==> src/rtl/rom_loader.sv <==
// Boot-time ROM loader: parses an 0xA5-framed byte stream, writes little-endian words
// to consecutive ROM addresses and holds the core until the frame checksum verifies.
module rom_loader #(
  parameter int unsigned   AW        = 32,
  parameter int unsigned   DW        = 32,
  parameter logic [AW-1:0] BASE_ADDR = '0,
  parameter int unsigned   MAX_WORDS = 4096,
  parameter int unsigned   TIMEOUT   = 1_000_000
) (
  input  logic          clk,
  input  logic          rst,
  input  logic          rx_valid,
  input  logic [7:0]    rx_data,
  output logic          wen,
  output logic [AW-1:0] w_addr,
  output logic [DW-1:0] w_data,
  output logic          cpu_hold,
  output logic          done,
  output logic          err
);

  localparam int unsigned IW = $clog2(MAX_WORDS) + 1;
  localparam int unsigned TW = $clog2(TIMEOUT + 1);

  localparam logic [2:0] StIdle = 3'd0;
  localparam logic [2:0] StLen  = 3'd1;
  localparam logic [2:0] StData = 3'd2;
  localparam logic [2:0] StCsum = 3'd3;
  localparam logic [2:0] StDone = 3'd4;
  localparam logic [2:0] StErr  = 3'd5;

  logic [2:0]    state_q, state_d;
  logic [23:0]   shift_q, shift_d;
  logic [31:0]   full;
  logic [IW-1:0] n_q, n_d;
  logic [IW-1:0] word_idx_q, word_idx_d;
  logic [1:0]    byte_cnt_q, byte_cnt_d;
  logic [7:0]    csum_q, csum_d;
  logic [TW-1:0] tmo_q, tmo_d;
  logic          wen_q, wen_d;
  logic [AW-1:0] addr_q, addr_d;
  logic [DW-1:0] data_q, data_d;
  logic          hold_q, hold_d;
  logic          done_q, done_d;
  logic          err_q, err_d;
  logic          in_frame;
  logic          abort;

  // The three previous bytes plus the current one form a complete little-endian word.
  assign full     = {rx_data, shift_q};
  assign in_frame = (state_q == StLen) || (state_q == StData) || (state_q == StCsum);

  always_comb begin
    state_d    = state_q;
    shift_d    = shift_q;
    n_d        = n_q;
    word_idx_d = word_idx_q;
    byte_cnt_d = byte_cnt_q;
    csum_d     = csum_q;
    tmo_d      = tmo_q;
    wen_d      = 1'b0;
    addr_d     = addr_q;
    data_d     = data_q;
    hold_d     = hold_q;
    done_d     = done_q;
    err_d      = err_q;
    abort      = 1'b0;

    if (!in_frame) begin
      if (rx_valid && rx_data == 8'hA5) begin
        state_d    = StLen;
        byte_cnt_d = '0;
        word_idx_d = '0;
        csum_d     = '0;
        tmo_d      = '0;
        hold_d     = 1'b1;
        done_d     = 1'b0;
        err_d      = 1'b0;
      end
    end else if (rx_valid) begin
      tmo_d      = '0;
      shift_d    = full[31:8];
      byte_cnt_d = byte_cnt_q + 2'd1;
      case (state_q)
        StLen: begin
          if (byte_cnt_q == 2'd3) begin
            if (full > 32'(MAX_WORDS)) begin
              abort = 1'b1;
            end else if (full == '0) begin
              state_d = StCsum;
            end else begin
              n_d     = IW'(full);
              state_d = StData;
            end
          end
        end
        StData: begin
          csum_d = csum_q + rx_data;
          if (byte_cnt_q == 2'd3) begin
            wen_d      = 1'b1;
            addr_d     = BASE_ADDR + AW'({word_idx_q, 2'b00});
            data_d     = DW'(full);
            word_idx_d = word_idx_q + IW'(1);
            if (word_idx_d == n_q) state_d = StCsum;
          end
        end
        default: begin
          if (rx_data == csum_q) begin
            state_d = StDone;
            done_d  = 1'b1;
            hold_d  = 1'b0;
          end else begin
            abort = 1'b1;
          end
        end
      endcase
    end else if (tmo_q == TW'(TIMEOUT - 1)) begin
      abort = 1'b1;
    end else begin
      tmo_d = tmo_q + TW'(1);
    end

    if (abort) begin
      state_d = StErr;
      err_d   = 1'b1;
      hold_d  = 1'b1;
      done_d  = 1'b0;
    end
  end

  always_ff @(posedge clk) begin
    if (rst) begin
      state_q    <= StIdle;
      shift_q    <= '0;
      n_q        <= '0;
      word_idx_q <= '0;
      byte_cnt_q <= '0;
      csum_q     <= '0;
      tmo_q      <= '0;
      wen_q      <= 1'b0;
      addr_q     <= BASE_ADDR;
      data_q     <= '0;
      hold_q     <= 1'b1;
      done_q     <= 1'b0;
      err_q      <= 1'b0;
    end else begin
      state_q    <= state_d;
      shift_q    <= shift_d;
      n_q        <= n_d;
      word_idx_q <= word_idx_d;
      byte_cnt_q <= byte_cnt_d;
      csum_q     <= csum_d;
      tmo_q      <= tmo_d;
      wen_q      <= wen_d;
      addr_q     <= addr_d;
      data_q     <= data_d;
      hold_q     <= hold_d;
      done_q     <= done_d;
      err_q      <= err_d;
    end
  end

  assign wen      = wen_q;
  assign w_addr   = addr_q;
  assign w_data   = data_q;
  assign cpu_hold = hold_q;
  assign done     = done_q;
  assign err      = err_q;

endmodule

==> config.mk <==
export PLATFORM = sky130hd
export DESIGN_NAME = rom_loader
export DESIGN_NICKNAME = d
export VERILOG_FILES = /design/src/rtl/rom_loader.sv
export SDC_FILE = /design/constraint.sdc
export NUM_CORES = 1
export LEC_CHECK = 0
export BUFFER_PORTS_ARGS = -buffer_cell sky130_fd_sc_hd__buf_2
export CAP_MARGIN = 5
export CORE_ASPECT_RATIO = 0.8
export CORE_MARGIN = 3
export CORE_UTILIZATION = 45
export CTS_CLUSTER_DIAMETER = 120
export DETAILED_ROUTE_END_ITERATION = 7
export GPL_TIMING_DRIVEN = 0
export HOLD_SLACK_MARGIN = 0.05
export PLACE_DENSITY = 0.71
export SLEW_MARGIN = 15
export SYNTH_ARGS = -nofsm -noshare
export SYNTH_HDL_FRONTEND = slang
export SYNTH_SLANG_ARGS = --single-unit
==> constraint.sdc <==
create_clock -name clk -period 4.9 [get_ports clk]
set_input_delay 0.245 -clock clk [delete_from_list [all_inputs] [get_ports clk]]
set_output_delay 0.245 -clock clk [all_outputs]
set_load 0.01 [all_outputs]
==> results.md <==
| Item | This run | Unit |
|:---|:---|:---|
| Tmin final | 2.56 | ns |
| Pin count of the biggest net entering global routing | 17 | - |
| Setup TNS after final layout | 0 | ns |
| Maximum count of clock buffers along a single path | 2 | - |
| Sequential power share | 41.1 | % |
| Total power consumption of the routed design | 2760 | uW |
| Achievable Freq | 391 | MHz |
| Post-cts repair resize count | 0 | - |
| Data required time at the worst endpoint | 5.25 | ns |
| Reg-to-Reg Start | state_q[1]$_SDFFE_PP0P_ | - |
| Post-detailed-routing wire length | 16000 | um |
| Port buffer count | 59 | - |
| Worst Tran Pin Value | 0.599 | ns |
| Library cells used by synthesis | 68 | - |
| Power density over cell area | 371 | mW/mm^2 |
| Average instance area after synthesis | 7.95 | sq um |
| Share of the cycle needed by the critical path after routing | 52.2 | % |
| Number of clock buffers inserted by TritonCTS | 17 | - |
| Hpwl dp | 11500 | um |
| Worst skew pair latency | 0.43 | ns |
| TritonCTS clock tree | yes | - |
| Top-area cell type share of the netlist area | 42.0 | % |
| Number of setup buffers added after CTS | 0 | - |
| CP max stage delay | 0.51 | ns |
| Max-slew violation count | 0 | - |
| Core Footprint | 0.0133 | sq mm |
| GRT Total Usage | 20.6 | % |
| Endpoint kind of the worst setup timing path | register | - |
| Cell mode on critical path | sky130_fd_sc_hd__clkbuf_1 | - |
| IO Count | 79 | - |
| Cell breakdown of the critical path | buf_2 -> nor3b_1 -> and3_1 -> clkbuf_1 -> clkbuf_1 -> nand2_1 -> a21oi_1 | - |
| Number of non-filler instances in the completed layout | 1076 | - |
| Most used cells in the layout excluding fill and tap cells | 177 x sky130_fd_sc_hd__nand2_1, 132 x sky130_fd_sc_hd__dfxtp_1, 98 x sky130_fd_sc_hd__a21oi_1, 80 x sky130_fd_sc_hd__nor2_1, 68 x sky130_fd_sc_hd__buf_2 | - |
| CTS clk-pin slew, worst paths | 0.06 | ns |
| Initial Util | 47.4 | % |
| Setup-failing EPs final | 0 | - |
| Worst-case clock skew | 0.00807 | ns |
| Worst hold path type | input port to register | - |
| Maxcap violations | 0 | - |
| Status | complete, no violations | - |
| Leading register cell type out of synthesis | sky130_fd_sc_hd__dfxtp_1 | - |
| Yosys top cell by area | sky130_fd_sc_hd__dfxtp_1 | - |
| Worst supply voltage drop on vdd | 0.271 | mV |
| Fraction of synthesis flops using an asynchronous set or reset pin | 0 | % |
| Wire length per cell | 14.9 | um |
| Slowest stage cell on the critical path | sky130_fd_sc_hd__nor3b_1 | - |
| Wire length of the first global-routing pass | 26200 | um |
| Switching power | 810 | uW |
| Leading cell type in the layout, fill and taps excluded | sky130_fd_sc_hd__nand2_1 | - |
| Path type of the worst setup path | register to register | - |
| Remaining global-route overflow | 0 | - |
| Routability congestion estimate from global placement | 0.842 | - |
| Source of the critical timing path | state_q[1]$_SDFFE_PP0P_ | - |
| Die height | 112 | um |
| Slew Limit Headroom | 60.1 | % |
| Yosys warns | 0 | - |
| Worst setup SP type | register | - |
| Mean number of vias per cell | 5.36 | - |
| Antenna Diode Count | 0 | - |
| CTS root buffer | sky130_fd_sc_hd__clkbuf_16 | - |
| First-pass iteration count of the detailed router | 7 | - |
| Post-synth design cell area | 0.00630 | sq mm |
| Count of endpoints failing hold in the final timing report | 0 | - |
| Largest fanout on the critical path | 10 | - |
| Total number of placement rows | 37 | - |
| Area growth from synthesis to layout | 18.3 | % |
| Detailed-route DRC error count | 0 | - |
| Cell types with the largest area share after synthesis | sky130_fd_sc_hd__dfxtp_1 42%, sky130_fd_sc_hd__nand2_1 11%, sky130_fd_sc_hd__a21oi_1 7.8% | - |
| Cells after synthesis | 792 | - |
| Number of enable-type register cells in the synthesized netlist | 0 | - |
| Fillers | 1229 | - |
| Total die area | 0.0155 | sq mm |
| Final antenna-violating net count | 0 | - |
| Clock share of power | 45.0 | % |
| Vias | 5763 | - |
| Post-placement cell count | 1044 | - |
| Switching part of the total power | 29.3 | % |
| Number of DRC violations after detailed-routing iteration 0 | 395 | - |
| H-tree levels | 4 | - |
| Design internal power | 1950 | uW |
| Unrepaired setup endpoints after global routing | no | - |
| Total clock sinks | 132 | - |
| Part of the power in combinational logic | 13.9 | % |
| Launch instance of the worst min-delay path | rx_data[2] | - |
| CTS hold repair buffers | 0 | - |
| Die Span X | 138 | um |
| Final nets | 910 | - |
| Number of global-route vias before repair | 5157 | - |
| Number of storage elements in the synthesis netlist | 132 | - |
| Leakage component of the power | 0.00284 | uW |
| Fraction of final layout cells with drive strength greater than 1 | 16.2 | % |
| Antenna violations before repair | 0 | - |
| Worst Path Arrival | 2.90 | ns |
| Sequential element share of the synthesized area | 42.0 | % |
==> cells in the mapped netlist (2+ instances only) <==
cell                       number
sky130_fd_sc_hd__and4_1         3
sky130_fd_sc_hd__nand4_1       13
sky130_fd_sc_hd__nand3b_1       4
sky130_fd_sc_hd__o21a_1         2
sky130_fd_sc_hd__a31o_2         4
sky130_fd_sc_hd__and2_1         4
sky130_fd_sc_hd__nand3_2        2
sky130_fd_sc_hd__and3_1        13
sky130_fd_sc_hd__nor2b_1        6
sky130_fd_sc_hd__a311oi_1       2
sky130_fd_sc_hd__nor3_1        15
sky130_fd_sc_hd__clkbuf_1      31
sky130_fd_sc_hd__nand3_1       15
sky130_fd_sc_hd__a22oi_1        2
sky130_fd_sc_hd__nand2b_1       4
sky130_fd_sc_hd__nor4_1        15
sky130_fd_sc_hd__xor2_1        14
sky130_fd_sc_hd__or3_1          7
sky130_fd_sc_hd__nor3b_1        3
sky130_fd_sc_hd__inv_1          9
sky130_fd_sc_hd__o21ai_1        2
sky130_fd_sc_hd__buf_2          9
sky130_fd_sc_hd__nand2_1      177
sky130_fd_sc_hd__nor4_4         2
sky130_fd_sc_hd__o21ai_0       18
sky130_fd_sc_hd__a21oi_1       98
sky130_fd_sc_hd__nor2_1        80
sky130_fd_sc_hd__dfxtp_1      132
sky130_fd_sc_hd__mux2i_1       15
sky130_fd_sc_hd__ha_1          10
sky130_fd_sc_hd__a31oi_1        5
sky130_fd_sc_hd__xnor2_1       17
sky130_fd_sc_hd__buf_4         24
==> worst paths after layout <==
check                                          endpoint  slack (ns)  depth (start not counted)
worst max-delay path            w_addr[14]$_SDFFE_PP0P_        2.34                          7
worst min-delay path            w_data[26]$_SDFFE_PP0P_        0.12                          3
worst max register to register  w_addr[14]$_SDFFE_PP0P_        2.34                          7
worst min register to register   w_addr[7]$_SDFFE_PP0P_        0.45                          2
==> registers in the layout (all words and copies together) (netlist names) <==
register / cells
w_data: 32
shift_q: 24
tmo_q: 20
n_q: 13
w_addr: 13
word_idx_q: 13
csum_q: 8
state_q: 3
byte_cnt_q: 2
cpu_hold: 1
done: 1
err: 1
wen: 1
==> worst max-delay path: cells and delay by family, from the launching register on <==
| family | cells | cell delay, ns |
|---|---|---|
| buffers and inverters | 3 | 1.14 |
| and+or+nand+nor | 3 | 0.90 |
| DFF | 1 | 0.31 |
| AOI/OAI and AO/OA | 1 | 0.14 |
==> stage by stage <==
stage                     area (sq um)  hold WS (ns)  utilization (%)  setup slack, ns
after floorplan                   6360         0.381                -             2.73
after global placement            6880         0.441             51.8             2.34
after detailed placement          6880         0.443             51.8             2.34
after CTS                         7450         0.108             56.1             2.34
after global routing              7450         0.108             56.1             2.16
final                             7450         0.115             56.1             2.34
==> cells by family (layout without fill, tap and decap cells) <==
kind of cell,Yosys count,after routing,share of synthesized area (%)
compound gates,150,150,14.1
xor+xnor,31,31,4.31
fa+ha+maj,12,12,2.46
buf+inv,75,166,6.20
flops,132,132,42.0
mux,16,16,2.56
other cells,1,19,0.0596
simple gates,375,375,28.3
==> power by group through the flow <==
stage	clock network [uW]	logic (uW)	registers, uW
finish	1240	384	1140
global route	1310	422	1140
CTS	1250	381	1140
detailed placement	0	379	1160
global placement	0	374	1160
floorplan	0	281	1150
==> per-layer routing <==
metal  global-route usage (%)  vias up  part of all wire [%]
li1                         -     2876                     -
met1                     29.7     2706                    49
met2                     30.1      165                    44
met3                     5.58       16                   6.2
met4                     5.86        0                  0.95
met5                        0        -                     0
==> cell type report <==
type / count / area, sq um / share of cell area (%)
multi-input combinational: 603 / 3330 / 44.7
sequential: 132 / 2640 / 35.5
clock buffer: 18 / 429 / 5.76
buffer: 66 / 357 / 4.79
timing repair buffer: 59 / 295 / 3.96
tap: 175 / 219 / 2.94
clock inverter: 14 / 143 / 1.91
inverter: 9 / 33.8 / 0.453
Note: power is estimated with default switching activity, not from simulation.
